===== config.mk =====
export PLATFORM = sky130hd
export DESIGN_NAME = uart_boot_loader
export DESIGN_NICKNAME = d
export VERILOG_FILES = /design/src/rtl/boot_pkg.sv /design/src/rtl/uart_rx.sv /design/src/rtl/uart_boot_loader.sv
export SDC_FILE = /design/constraint.sdc
export NUM_CORES = 1
export LEC_CHECK = 0
export ABC_AREA = 1
export ABC_CLOCK_PERIOD_IN_PS = 2950
export CAP_MARGIN = 10
export CORE_UTILIZATION = 59
export DETAILED_ROUTE_END_ITERATION = 6
export GPL_TIMING_DRIVEN = 0
export PLACE_DENSITY = 0.85
export REMOVE_ABC_BUFFERS = 1
export SLEW_MARGIN = 5
export SYNTH_ARGS = -nofsm -noshare
export SYNTH_HDL_FRONTEND = slang
export SYNTH_SLANG_ARGS = --single-unit

===== constraint.sdc =====
create_clock -name clock -period 2.95 [get_ports clock]
set_clock_uncertainty 0.2 [all_clocks]
set_input_delay 0.295 -clock clock [delete_from_list [all_inputs] [get_ports clock]]
set_output_delay 0.295 -clock clock [all_outputs]
set_load 0.03 [all_outputs]

===== src/rtl/boot_pkg.sv =====
// Shared types for the UART boot loader: loader and receiver state encodings.
package boot_pkg;

   localparam int unsigned BYTE_W = 8;
   localparam int unsigned IDX_W  = 32;

   typedef enum logic [1:0] {
      S_HDR,
      S_LOAD,
      S_RUN,
      S_ERR
   } loader_state_t;

   typedef enum logic [2:0] {
      RX_IDLE,
      RX_START,
      RX_DATA,
      RX_STOP,
      RX_WAIT_IDLE
   } rx_state_t;

endpackage


===== src/rtl/uart_rx.sv =====
// 8N1 UART byte receiver with a 2-flop input synchronizer and centre sampling.
module uart_rx
   import boot_pkg::*;
#(
   parameter int unsigned CLKS_PER_BIT = 868
) (
   input  logic              clock,
   input  logic              reset_n,
   input  logic              rx,
   output logic              rx_valid,
   output logic [BYTE_W-1:0] rx_byte,
   output logic              rx_ferr
);

   localparam int unsigned CNT_W = $clog2(CLKS_PER_BIT);
   localparam logic [CNT_W-1:0] HALF_CNT = CNT_W'(CLKS_PER_BIT / 2 - 1);
   localparam logic [CNT_W-1:0] FULL_CNT = CNT_W'(CLKS_PER_BIT - 1);

   rx_state_t         state;
   logic              sync1;
   logic              sync2;
   logic [CNT_W-1:0]  cnt;
   logic [2:0]        bit_idx;
   logic [BYTE_W-1:0] shreg;

   always_ff @(posedge clock or negedge reset_n) begin
      if (!reset_n) begin
         sync1    <= 1'b1;
         sync2    <= 1'b1;
         state    <= RX_IDLE;
         cnt      <= '0;
         bit_idx  <= '0;
         shreg    <= '0;
         rx_valid <= 1'b0;
         rx_byte  <= '0;
         rx_ferr  <= 1'b0;
      end else begin
         sync1    <= rx;
         sync2    <= sync1;
         rx_valid <= 1'b0;
         rx_ferr  <= 1'b0;
         case (state)
            RX_IDLE: begin
               cnt <= '0;
               if (!sync2) state <= RX_START;
            end
            // Re-check the start bit at mid-bit to reject short glitches.
            RX_START: begin
               if (cnt == HALF_CNT) begin
                  cnt     <= '0;
                  bit_idx <= '0;
                  state   <= sync2 ? RX_IDLE : RX_DATA;
               end else begin
                  cnt <= cnt + CNT_W'(1);
               end
            end
            RX_DATA: begin
               if (cnt == FULL_CNT) begin
                  cnt   <= '0;
                  shreg <= {sync2, shreg[BYTE_W-1:1]};
                  if (bit_idx == 3'd7) state <= RX_STOP;
                  else bit_idx <= bit_idx + 3'd1;
               end else begin
                  cnt <= cnt + CNT_W'(1);
               end
            end
            RX_STOP: begin
               if (cnt == FULL_CNT) begin
                  cnt <= '0;
                  if (sync2) begin
                     rx_valid <= 1'b1;
                     rx_byte  <= shreg;
                     state    <= RX_IDLE;
                  end else begin
                     rx_ferr <= 1'b1;
                     state   <= RX_WAIT_IDLE;
                  end
               end else begin
                  cnt <= cnt + CNT_W'(1);
               end
            end
            // A broken frame leaves the line low; wait for idle before rearming.
            RX_WAIT_IDLE: begin
               if (sync2) state <= RX_IDLE;
            end
            default: state <= RX_IDLE;
         endcase
      end
   end

endmodule


===== src/rtl/uart_boot_loader.sv =====
// Loads a length-prefixed image from UART into core memory, then releases the core.
module uart_boot_loader
   import boot_pkg::*;
#(
   parameter int unsigned WIDTH        = 32,
   parameter int unsigned MEM_DEPTH    = 16384,
   parameter int unsigned CLKS_PER_BIT = 868
) (
   input  logic             clock,
   input  logic             reset_n,
   input  logic             rx,
   output logic             memEn,
   output logic [WIDTH-1:0] memAddr,
   output logic [WIDTH-1:0] memData,
   output logic             cpu_reset,
   output logic             done,
   output logic             error,
   output logic             frame_err
);

   localparam logic [IDX_W-1:0] MAX_LEN = IDX_W'(MEM_DEPTH);

   loader_state_t     state;
   logic              rx_valid;
   logic [BYTE_W-1:0] rx_byte;
   logic              rx_ferr;
   logic [1:0]        hdr_cnt;
   logic [IDX_W-1:0]  len;
   logic [IDX_W-1:0]  index;
   logic [IDX_W-1:0]  hdr_len_c;

   uart_rx #(
      .CLKS_PER_BIT(CLKS_PER_BIT)
   ) u_rx (
      .clock   (clock),
      .reset_n (reset_n),
      .rx      (rx),
      .rx_valid(rx_valid),
      .rx_byte (rx_byte),
      .rx_ferr (rx_ferr)
   );

   // Little-endian header: each new byte enters at the top and shifts down.
   assign hdr_len_c = {rx_byte, len[IDX_W-1:BYTE_W]};

   always_ff @(posedge clock or negedge reset_n) begin
      if (!reset_n) begin
         state     <= S_HDR;
         hdr_cnt   <= '0;
         len       <= '0;
         index     <= '0;
         memEn     <= 1'b0;
         memAddr   <= '0;
         memData   <= '0;
         cpu_reset <= 1'b1;
         done      <= 1'b0;
         error     <= 1'b0;
         frame_err <= 1'b0;
      end else begin
         memEn <= 1'b0;
         if (rx_ferr) frame_err <= 1'b1;
         case (state)
            S_HDR: begin
               if (rx_valid) begin
                  len     <= hdr_len_c;
                  hdr_cnt <= hdr_cnt + 2'd1;
                  if (hdr_cnt == 2'd3) begin
                     if (hdr_len_c == '0) begin
                        state     <= S_RUN;
                        cpu_reset <= 1'b0;
                        done      <= 1'b1;
                     end else if (hdr_len_c > MAX_LEN) begin
                        state <= S_ERR;
                        error <= 1'b1;
                     end else begin
                        state <= S_LOAD;
                        index <= '0;
                     end
                  end
               end
            end
            // Release happens one edge after the final write via S_RUN.
            S_LOAD: begin
               if (rx_valid) begin
                  memEn   <= 1'b1;
                  memAddr <= WIDTH'(index);
                  memData <= WIDTH'(rx_byte);
                  index   <= index + IDX_W'(1);
                  if (index == len - IDX_W'(1)) state <= S_RUN;
               end
            end
            S_RUN: begin
               cpu_reset <= 1'b0;
               done      <= 1'b1;
            end
            S_ERR: begin
               cpu_reset <= 1'b1;
               error     <= 1'b1;
            end
            default: state <= S_HDR;
         endcase
      end
   end

endmodule


==> flow_summary.json <==
{
  "setup.worst_path.start_class": "flip-flop",
  "ys_ff_latch": 149,
  "synth_seq_area_share_pct": 44.8,
  "start_util_pct": 60.2,
  "nets": 1137,
  "dp_hpwl_microns": 14800,
  "max_slew_margin_pct": 36.2,
  "post_cts_buffers": 0,
  "postSynthCellCount": 1082,
  "critical_path.startpoint": "len[10]",
  "power_density_mw_per_mm2": 447,
  "antenna_cells": 0,
  "grt_max_degree": 77,
  "rows": 43,
  "ys_warn_count": 0,
  "firstDrtPassIters": 7,
  "reg2reg_depth": 8,
  "wl_per_cell_microns": 15.2,
  "io_pins": 72,
  "die-area_sq_mm": 0.0146,
  "max_freq_ghz": 0.362,
  "status": "finished, final reports clean",
  "critPathRequiredTime_ns": 3.05,
  "setup_viol": 0,
  "synthToLayoutAreaGrowth_pct": 14.0,
  "core_area_sq_mm": 0.0138,
  "finalCritPeriodShare_pct": 93.6,
  "gp_congestion": 0.946,
  "avgViaCountPerCell": 5.44,
  "grt_pass1_wl_microns": 33200,
  "cp_slowest_stage_delay_ns": 0.50,
  "place_worst_setup_slack_ns": -0.403,
  "final_antenna_net_count": 0,
  "yosysUniqueCellTypes": 46,
  "drc": 0,
  "rr_endpoint": "index[8]",
  "gr-total-overflow": 0,
  "cts-buffers-inserted": 17,
  "path_max_fanout": 29,
  "end_kind": "flip-flop",
  "crit_arrival_ns": 2.86,
  "synth_area_per_cell_sq_um": 7.69,
  "min_period_ns": 2.76,
  "worst_slack_ns": 0.190,
  "drv_cap": 0,
  "dp.cells": 1287,
  "htree_levels": 4,
  "fin_cells": 1320,
  "ir_drop_v": 0.000336,
  "drt_iter0_drc": 568,
  "critPathCapture": "index[8]",
  "root_buffer": "clkbuf_16",
  "die_x_microns": 121,
  "critPathKind": "flip-flop to flip-flop",
  "antenna_found_initial": 0,
  "synth_area_sq_mm": 0.00833,
  "port_buffers": 47,
  "maxSlewViolCount": 0,
  "die_y_microns": 121,
  "cts_tree": "built",
  "worst_pin_slew_ns": 0.953,
  "utilization_pct": 68.6,
  "worstReg2RegStart": "len[10]",
  "drt-total-wl_microns": 20000,
  "rsz0062_at_grt": "false",
  "cp_slowest_cell": "nand3_2",
  "worstSkewPairLatency_ns": 0.43,
  "cts_sinks": 149,
  "vias": 7187,
  "p_leak_uw": 0.00453,
  "holdCritStartpoint": "rx",
  "finalHoldViolCount": 0,
  "path_cells": "nor2_1, nand2_2, o31ai_2, nand2_1, nand2_2, nand3_2, nor4_2, a21oi_1",
  "first_global_vias": 6650,
  "critPathMostFrequentCell": "nand2_2",
  "cts_buffer_depth": 2,
  "hp-class": "input pin to flip-flop",
  "gr-usage-all-layers_pct": 29.7,
  "r2r_setup_slack_ns": 0.19,
  "drive_gt1_share_pct": 8.33,
  "path_clk_slew_ns": 0.06
}
cells in the final DEF, fill, tap and decap left out, drive strengths merged:
master | synthesis | routed
a21oi | 23 | 23
a22oi | 2 | 2
a2bb2oi | 1 | 1
and2 | 1 | 1
and3 | 1 | 1
buf | 31 | 4
bufinv | 0 | 1
clkbuf | 17 | 24
clkdlybuf4s50 | 0 | 46
clkinv | 0 | 6
clkinvlp | 0 | 1
conb | 1 | 24
dfrtp | 146 | 146
dfstp | 3 | 3
dlygate4sd3 | 0 | 1
ha | 7 | 7
inv | 136 | 136
mux2 | 1 | 1
nand2 | 295 | 295
nand3 | 49 | 49
nand3b | 2 | 2
nand4 | 24 | 24
nor2 | 122 | 122
nor3 | 22 | 22
nor4 | 9 | 9
o2111ai | 1 | 1
o21a | 4 | 4
o21ai | 111 | 111
o21bai | 2 | 2
o22ai | 3 | 3
o31ai | 15 | 15
o32ai | 2 | 2
or2 | 2 | 2
xnor2 | 14 | 14
xor2 | 35 | 35
worst max-delay path, delay by kind of cell (launching register included):
kind | cells | cell delay (ns)
AO/OA/AOI/OAI | 2 | 0.42
flip-flops | 1 | 0.45
AND/OR/NAND/NOR | 6 | 1.55
metrics by stage:
stage / power, uW / setup TNS (ns) / instance area (sq um) / hold WS, ns
3_3_place_gp: 2170 / -701.14 / 8810 / 0.147
5_1_grt: 4360 / 0 / 9490 / 0.0608
2_1_floorplan: 2130 / 0 / 8120 / -0.201
4_1_cts: 4260 / 0 / 9490 / 0.0690
6_report: 4240 / 0 / 9490 / 0.0721
3_5_place_dp: 2170 / -12.53 / 8880 / 0.147
kinds of logic (layout without fill, tap and decap cells):
| family | after synthesis | in the layout | share of synthesized area, % |
|---|---|---|---|
| AO/OA/AOI/OAI | 164 | 164 | 11.1 |
| multiplexers | 1 | 1 | 0.135 |
| other | 1 | 24 | 0.0450 |
| XOR/XNOR | 49 | 49 | 5.15 |
| buffers and inverters | 184 | 219 | 9.68 |
| flip-flops | 149 | 149 | 44.8 |
| AND/OR/NAND/NOR | 527 | 527 | 28.0 |
| adder cells (fa/ha/maj) | 7 | 7 | 1.05 |
how the worst min path moves through the flow:
stage	end	slack, ns	cells after the start
final	u_rx.sync1	0.07	1
after global routing	u_rx.sync1	0.06	1
after CTS	u_rx.sync1	0.07	1
after detailed placement	u_rx.sync2	0.15	0
after global placement	u_rx.sync2	0.15	0
after floorplan	done	-0.20	0
power by group:
group | total, uW | switching [uW] | internal (uW)
Sequential | 2050 | 0.844 | 2050
Clock | 2110 | 822 | 1290
Combinational | 88.2 | 80.5 | 7.74
registers in the layout, summed over array words and instances, names as in the netlist, 2 cells and up:
signal        cells
u_rx.rx_byte      8
u_rx.bit_idx      3
hdr_cnt           2
u_rx.cnt         10
index            32
memAddr          32
memData           8
state             2
u_rx.shreg        8
u_rx.state        3
len              32
area by class of cell:
type | instances | area (sq um)
clock buffer | 24 | 512
clock inverter | 8 | 71.3
fill | 1137 | 4340
inverter | 136 | 510
multi-input combinational | 772 | 3890
sequential | 149 | 3730
tap | 180 | 225
timing repair buffer | 51 | 549
synthesized netlist by cell type, drive strengths merged:
library cell    n  area share [%]
xor2           35             3.7
conb            1           0.045
a2bb2oi         1            0.18
o21bai          2            0.18
nand3          49             3.0
or2             2            0.15
o31ai          15             1.4
buf            31             2.8
nor3           22             1.3
nor2          122             6.6
inv           136             6.1
xnor2          14             1.5
a22oi           2            0.18
dfrtp         146              44
o2111ai         1            0.11
o21ai         111             6.9
nand3b          2            0.18
nand4          24             1.9
and2            1           0.075
clkbuf         17            0.78
dfstp           3            0.95
a21oi          23             1.4
ha              7             1.1
and3            1           0.075
o22ai           3            0.23
nor4            9            0.93
o32ai           2            0.21
nand2         295              14
mux2            1            0.14
o21a            4            0.36
timing repair:
item                       in CTS  in global routing
hold buffers                    1                  0
setup endpoints to repair      56                  0
resized for setup               3                  0
hold endpoints to repair       71                  0
per-layer routing:
metal | up-vias | share of wire (%) | GRT usage (%)
met2 | 261 | 46 | 46.3
met5 | - | 0 | 0
met4 | 0 | 1.8 | 8.95
met3 | 39 | 6.9 | 7.31
met1 | 3370 | 46 | 41.1
li1 | 3517 | - | -
Note: power is estimated with default switching activity, not from simulation.
